===== config.mk =====
export PLATFORM = sky130hd
export DESIGN_NAME = alu_pipe_obf
export DESIGN_NICKNAME = d
export VERILOG_FILES = /design/src/rtl/alu_pipe_obf.sv
export SDC_FILE = /design/constraint.sdc
export NUM_CORES = 1
export LEC_CHECK = 0
export ABC_AREA = 1
export BUFFER_PORTS_ARGS = -buffer_cell sky130_fd_sc_hd__buf_2
export CAP_MARGIN = 0
export CORE_AREA = 2 2 120 122
export CTS_CLUSTER_DIAMETER = 50
export DETAILED_ROUTE_END_ITERATION = 16
export DIE_AREA = 0 0 122 124
export PLACE_DENSITY = 0.61
export SYNTH_ARGS = -nofsm -noshare
export SYNTH_HDL_FRONTEND = slang
export SYNTH_SLANG_ARGS = --single-unit

===== constraint.sdc =====
create_clock -name clk -period 1.9 [get_ports clk]
set_input_delay 0.38 -clock clk [delete_from_list [all_inputs] [get_ports clk]]
set_output_delay 0.38 -clock clk [all_outputs]
set_load 0.03 [all_outputs]

===== src/rtl/alu_pipe_obf.sv =====
// alu_pipe_obf: key-locked 4-op ALU with serial shift-add constant multiplier.
// valid/ready on both sides; results appear WIDTH edges after accept.
module alu_pipe_obf #(
  parameter int unsigned      WIDTH = 8,
  parameter int unsigned      KEY_W = 255,
  parameter logic [WIDTH-1:0] CONST = WIDTH'(8'hCE)
) (
  input  logic             clk,
  input  logic             rst_n,
  input  logic             in_valid,
  output logic             in_ready,
  input  logic [WIDTH-1:0] in1,
  input  logic [WIDTH-1:0] in2,
  input  logic [WIDTH-1:0] in3,
  input  logic [1:0]       op,
  input  logic [KEY_W-1:0] locking_key,
  output logic             out_valid,
  input  logic             out_ready,
  output logic [WIDTH-1:0] out1,
  output logic [WIDTH-1:0] out2,
  output logic             out_flag,
  output logic             busy
);

  localparam int unsigned CW = $clog2(WIDTH);

  typedef enum logic [1:0] {
    IDLE,
    MUL,
    DONE
  } state_e;

  state_e state_q, state_d;

  logic [WIDTH+1:0] wk;
  logic [1:0]       eop;
  logic [WIDTH-1:0] kc;
  logic             accept;
  logic             last;

  logic [WIDTH:0]   sum;
  logic [WIDTH:0]   dif;
  logic [WIDTH-1:0] alu_res;
  logic             alu_flg;

  logic [WIDTH-1:0] in3_q;
  logic [WIDTH-1:0] kc_q;
  logic [WIDTH-1:0] res_q;
  logic             flg_q;
  logic [WIDTH-1:0] acc_q, acc_d;
  logic [CW-1:0]    cnt_q;
  logic [WIDTH-1:0] out1_q, out2_q;
  logic             flag_q;

  assign wk  = locking_key[WIDTH+1:0];
  assign eop = op ^ wk[1:0];
  assign kc  = CONST ^ wk[WIDTH+1:2];

  generate
    if (KEY_W > WIDTH + 2) begin : g_key_tail
      logic unused_key;
      assign unused_key = ^locking_key[KEY_W-1:WIDTH+2];
    end
  endgenerate

  assign in_ready  = (state_q == IDLE);
  assign busy      = (state_q != IDLE);
  assign out_valid = (state_q == DONE);
  assign accept    = in_valid && in_ready;
  assign last      = (state_q == MUL) && (cnt_q == CW'(WIDTH - 1));

  assign out1     = out1_q;
  assign out2     = out2_q;
  assign out_flag = flag_q;

  // ALU result for the decoded opcode, captured at accept
  always_comb begin
    sum     = {1'b0, in1} + {1'b0, in2};
    dif     = {1'b0, in1} - {1'b0, in2};
    alu_res = '0;
    alu_flg = 1'b0;
    unique case (eop)
      2'b00: begin
        alu_res = sum[WIDTH-1:0];
        alu_flg = sum[WIDTH];
      end
      2'b01: begin
        alu_res = dif[WIDTH-1:0];
        alu_flg = dif[WIDTH];
      end
      2'b10: begin
        alu_res = in1 ^ in2;
        alu_flg = 1'b0;
      end
      2'b11: begin
        alu_res = sum[WIDTH] ? '1 : sum[WIDTH-1:0];
        alu_flg = sum[WIDTH];
      end
      default: begin
        alu_res = '0;
        alu_flg = 1'b0;
      end
    endcase
  end

  // one shift-add step of in3 * Kconst
  always_comb begin
    acc_d = acc_q;
    if (kc_q[cnt_q]) begin
      acc_d = acc_q + (in3_q << cnt_q);
    end
  end

  // next-state logic
  always_comb begin
    state_d = state_q;
    unique case (state_q)
      IDLE: if (in_valid) state_d = MUL;
      MUL:  if (last) state_d = DONE;
      DONE: if (out_ready) state_d = IDLE;
      default: state_d = IDLE;
    endcase
  end

  // state register
  always_ff @(posedge clk or negedge rst_n) begin
    if (!rst_n) begin
      state_q <= IDLE;
    end else begin
      state_q <= state_d;
    end
  end

  // operand capture and multiplier iteration
  always_ff @(posedge clk or negedge rst_n) begin
    if (!rst_n) begin
      in3_q <= '0;
      kc_q  <= '0;
      res_q <= '0;
      flg_q <= 1'b0;
      acc_q <= '0;
      cnt_q <= '0;
    end else if (accept) begin
      in3_q <= in3;
      kc_q  <= kc;
      res_q <= alu_res;
      flg_q <= alu_flg;
      acc_q <= '0;
      cnt_q <= '0;
    end else if (state_q == MUL) begin
      acc_q <= acc_d;
      cnt_q <= cnt_q + CW'(1);
    end
  end

  // result registers, loaded once per op on entry to DONE
  always_ff @(posedge clk or negedge rst_n) begin
    if (!rst_n) begin
      out1_q <= '0;
      out2_q <= '0;
      flag_q <= 1'b0;
    end else if (last) begin
      out1_q <= res_q;
      out2_q <= acc_d;
      flag_q <= flg_q;
    end
  end

endmodule


Word-level counts from Yosys, hierarchy flattened
Cells that the tools add are included.

operators by class
  add/subtract/negate cells = 4
  $mul = 0
  div/mod/pow operators = 0
  order comparisons = 1
  equality and inequality tests = 9
  shift operators = 1
  mux-type cells = 14
  bitwise gates (word level) = 3
  reduce and logical (&&, ||, !) cells = 8

operators by type and width
  operator                                                               count
  8-bit two-way mux                                                      4
  8-bit case mux with 4 select lines                                     1
  8-bit by 8-bit adder with 9-bit output                                 1
  8-bit by 8-bit subtractor with 9-bit output                            1
  8-bit adder                                                            1
  8-bit by 3-bit << shifter with 8-bit output                            1
  8-bit bitwise XOR                                                      1
  2-bit equality test, second input constant                             3
  2-bit two-way mux                                                      3
  3-bit two-way mux                                                      2
  2-bit case mux with 3 select lines                                     1
  5-bit inverter                                                         1
  2-bit by 1-bit equality test with 1-bit output, second input constant  2
  2-bit logical NOT                                                      2
  3-bit by 4-bit < comparator with 1-bit output, second input constant   1
  2-bit != test, second input constant                                   2
  2-bit nonzero test                                                     2
  3-bit by 1-bit adder with 3-bit output, second input constant          1
  1-bit binary-select mux with 3-bit select                              1
  3-bit equality test, second input constant                             1
  1-bit case mux with 3 select lines                                     1
  3-bit AND reduction                                                    1
  1-bit logical AND                                                      2
  2-bit by 1-bit != test with 1-bit output, second input constant        1
  other kinds (3)                                                        3

storage, ports and cells
  register bits = 55
  bits in latches = 0
  memory bits (writable) = 0
  bits in read-only memories = 0
  input port bits = 285
  output and inout port bits = 20
  word-level logic and storage cells = 50
  memories = 0

Longest topological paths before layout
  depth after elaboration = 5
  mapped depth = 19

Worst setup path before layout
No wires, ideal clock.

  path kind = register to register
  from = reg cnt_q[0]
  to = reg acc_q[6]
  data arrival time = 1962 ps
  path slack = -186 ps
  stages on the path, launching flop included = 13
  buffers on the path = 1
  clock period less this slack = 2086 ps
  path through = dfrtp_1 > buf_6 > mux2i_1 > nand2_1 > nand3_1 > o21ai_0 > ha_1 > nand2_1 > or2_2 > nand4_1 > nand3_2 > o211ai_1 > nand2_1

on the way
  cells in the longest elaborated chain, start to end = 5

ends and longest elaborated chain
  item                                                                                                             line      source
  start: declaration                                                                                               51        logic [CW-1:0] cnt_q;
  start signal: assignment                                                                                         152       cnt_q <= cnt_q + CW'(1);
  8-bit by 3-bit << shifter with 8-bit output / 1-bit binary-select mux with 3-bit select (equally long branches)  110, 109
  8-bit adder / 1-bit two-way mux (equally long branches)                                                          110, 109
  8-bit two-way mux *                                                                                              109       if (kc_q[cnt_q]) begin
  8-bit two-way mux *                                                                                              150       end else if (state_q == MUL) begin
  8-bit two-way mux *                                                                                              143       end else if (accept) begin
  end signal: assignment                                                                                           141       acc_q <= '0;
  end signal: assignment                                                                                           148       acc_q <= '0;
  end signal: assignment                                                                                           151       acc_q <= acc_d;
  end: declaration                                                                                                 50        logic [WIDTH-1:0] acc_q, acc_d;

Mark *: on every way between the ends. The rest lies on a longest branch, timed or not. The select of a mux whose other input is x is not followed.
A chain may end at the register's enable or synchronous reset.

Worst setup path in the final report
  from = reg cnt_q[0]
  to = reg out2_q[7], in the netlist out2[7]

on the way
  cells in the longest elaborated chain, start to end = 3

ends and longest elaborated chain
  item                                                                                                             line      source
  8-bit by 3-bit << shifter with 8-bit output / 1-bit binary-select mux with 3-bit select (equally long branches)  110, 109
  8-bit adder / 1-bit two-way mux (equally long branches)                                                          110, 109
  8-bit two-way mux                                                                                                109
  end signal: assignment                                                                                           160       out2_q <= '0;
  end signal: assignment                                                                                           164       out2_q <= acc_d;
  end: declaration                                                                                                 52        logic [WIDTH-1:0] out1_q, out2_q;

Several ways; a longest one is shown, not always the timed one. The select of a mux whose other input is x is not followed.

==> results.md <==
* Port Buffers at 59
* Worst slack at placement at -0.3466 ns
* CP Max Fanout at 6
* Rel. slew slack at 0.7165
* Final Non-Filler Cells at 837
* DR vias/cell at 4.493
* CP delay by family, top: simple AND/OR/NAND/NOR gates
* Critical Path, Cell by Cell: buf_6 > nand2_4 > a21oi_2 > a31oi_2 > nor2_1 > ha_1 > a21oi_1 > nand2_1 > nand2_1 > nand2_2 > inv_2 > nand2_4 > nand3_2 > nand2_2 > nand3_2 > nand2_1
* Pre-antenna DRT Iters at 4
* First-pass GRT wire length at 17.59 mm
* Synthesized net count at 863
* Main area contributors after synthesis: dfrtp_1 (35%), nand2_1 (18%), ha_1 (9.2%), nand3_1 (5.8%), inv_1 (5.6%)
* Mapped cell area at 3965 um2
* GP Congestion at 0.8619
* CTS tree: done
* HP Class: input pin to asynchronous set/reset pin
* Area after DPL at 4771 um2
* Critical path arrival at 2.40 ns
* Final hold vios at 0
* Max Slew Vio Count at 0
* Status: finished with violations
* Max VDD drop at 557.5 uV
* Clock slew at reported path FFs at 0.08 ns
* Top FF cell, synth: dfrtp_1
* Synth Register Bits at 55
* Most common cell in the netlist: nand2_1
* Setup TNS at -3.210 ns
* Worst slew pin tran at 0.4237 ns
* Core area at 13720 um2
* Fraction of layout cells with a size suffix above 1 at 0.3014
* GRT overflow at 0
* Buf/Inv on CP at 2
* Setup slack, reg-to-reg at -0.32 ns
* Antenna diodes at 0
* Fin worst setup slack at -0.3247 ns
* Layout Skew at 0.01202 ns
* Post-synth ARST share at 1.000
* DRT iter0 DRCs at 140
* EDFF count, synth at 0
* Later-pin clock latency in the skew report at 0.30 ns
* Clock sinks at 55
* Inserted Clock Buffers at 5
* Post-synthesis cell type count at 42
* Final setup fails at 16
* Total stage count of the critical path at 16
* Sequential area share after synthesis at 0.3471
* Initial antenna violation count at 0
* Die area at 15130 um2
* DRC at 0
* DRT Wirelength at 10.62 mm
* RSZ-0062 raised after global routing: true
* # IOs at 305
* Setup Crit Path Kind: flop to flop
* Average wire per standard cell at 12.69 um
* Final ANT Viol Nets at 0
* Leak at 2.802 nW
* Worst path max stage delay at 0.48 ns
* Maxcap violations at 0
* Cell Count Post-Placement at 816
* Mapped Cells at 546
* Hold Slack at 0.06839 ns
* Reg-to-Reg Start: cnt_q[0]$_DFFE_PN0P_
* Syn Area/Cell at 7.262 um2
* Rows at 43
* Root Buffer: clkbuf_16
* Most frequent cells after synthesis: nand2_1 (194), inv_1 (59), dfrtp_1 (55), nand3_1 (46), ha_1 (29)
* Share of the synthesized area in the top cell type at 0.3471
* Fin crit period at 2.225 ns
* Die boundary width at 122 um
* Die Y at 124 um
* Net count, final at 974
* Crit path top cell by count: nand2_1
* Failing checks: negative setup slack
* Pwr per Cell Area at 1639 nW/um2
* Vias in the first global route at 3694
* Critical Path End Type: flop
* Startpoint types: flop
* DR vias at 3761
* Final HPWL DP at 8.014 mm
* Layout area overhead at 31.08%
* Initial core utilization at 0.2890
* Largest area contributor in the netlist: dfrtp_1
* H-tree depth at 2
* Number of hold buffers added after CTS at 0
* Total power at 8.517 mW
* Clock Path Buffers at 2
* Slowest CP cell: dfrtp_2
* Largest net degree at the start of global routing at 56
* CP required at 2.08 ns
* Fmax achieved at 449.5 MHz
* Synth warn at 0
* Fin area at 5197 um2
* Gr usage total at 0.1450
* Reg2Reg Depth at 16
* Final Util at 0.3788
* Worst r2r dst: out2[7]$_DFFE_PN0P_
* Final period util at 1.171
==> sequential cells by signal, indices dropped and copies added, names as in the netlist <==
name	cells
out1	8
res_q	8
in3_q	8
kc_q	8
flg_q	1
state_q	2
cnt_q	3
out_flag	1
acc_q	8
out2	8
==> kinds of logic (layout without fill, tap and decap cells) <==
logic type,after synthesis,count (layout),synth area share
AO/OA/AOI/OAI,71,71,0.1041
XOR/XNOR,6,6,0.01326
adder cells (fa/ha/maj),32,32,0.1067
buffers and inverters,83,193,0.09308
flip-flops,55,55,0.3471
multiplexers,1,1,0.002525
AND/OR/NAND/NOR,298,299,0.3332
==> routing by layer <==
metal  wire, um  track usage  vias to the layer above
met5          0            0                        -
met4        133      0.03879                        0
met3        412      0.01877                        8
met2       5116       0.2486                       63
met1       4956       0.1930                     1705
li1           -            -                     1985
==> placed cells by master (no fill, tap or decap), drive strengths merged, types with 2 or more instances in the layout <==
master  count
or2         2
a21oi      20
inv        64
nand2     203
nand4      11
a31oi       2
o22ai       3
nor3        2
buf       119
o21bai      2
xor2        3
clkinv      4
nor2       28
nand3      52
o21ai      37
fa          3
dfrtp      55
a22oi       2
o211ai      2
ha         29
clkbuf      6
xnor2       3
==> power by group <==
part | switching (mW) | internal (mW)
logic | 3.26 | 2.21
registers | 0.404 | 1.72
clock network | 0.411 | 0.516
total | 4.07 | 4.45
==> how the worst max path moves through the flow <==
stage,start,to,slack (ns)
finish,cnt_q[0]$_DFFE_PN0P_,out2[7]$_DFFE_PN0P_,-0.32
global route,cnt_q[0]$_DFFE_PN0P_,out2[7]$_DFFE_PN0P_,-0.46
global placement,cnt_q[0]$_DFFE_PN0P_,acc_q[4]$_DFFE_PN0P_,-0.33
floorplan,cnt_q[0]$_DFFE_PN0P_,acc_q[7]$_DFFE_PN0P_,-0.16
detailed placement,cnt_q[0]$_DFFE_PN0P_,out2[6]$_DFFE_PN0P_,-0.35
CTS,cnt_q[0]$_DFFE_PN0P_,out2[7]$_DFFE_PN0P_,-0.24
==> layout make-up <==
cell class	count	area, um2
Multi-Input combinational cell	409	2404
Clock inverter	1	5.005
Fill cell	1462	8522
Tap cell	180	225.2
Inverter	67	260.3
Sequential cell	55	1379
Timing Repair Buffer	119	785.8
Clock buffer	6	138.9
==> timing repair <==
item | 4_1_cts | 5_1_grt
pin swaps | 16 | 12
endpoints found under the setup margin | 14 | 22
gates cloned | 0 | 1
gates resized for setup | 21 | 27
buffers inserted | 7 | 6
==> worst register-to-register path: cells and delay by family (launching register included) <==
family,cells,cell delay (ns)
and+or+nand+nor,10,0.72
AOI/OAI and AO/OA,3,0.39
buffers and inverters,2,0.22
DFF,1,0.48
adders and majority gates,1,0.31
Power figures use the tool's default switching activity.
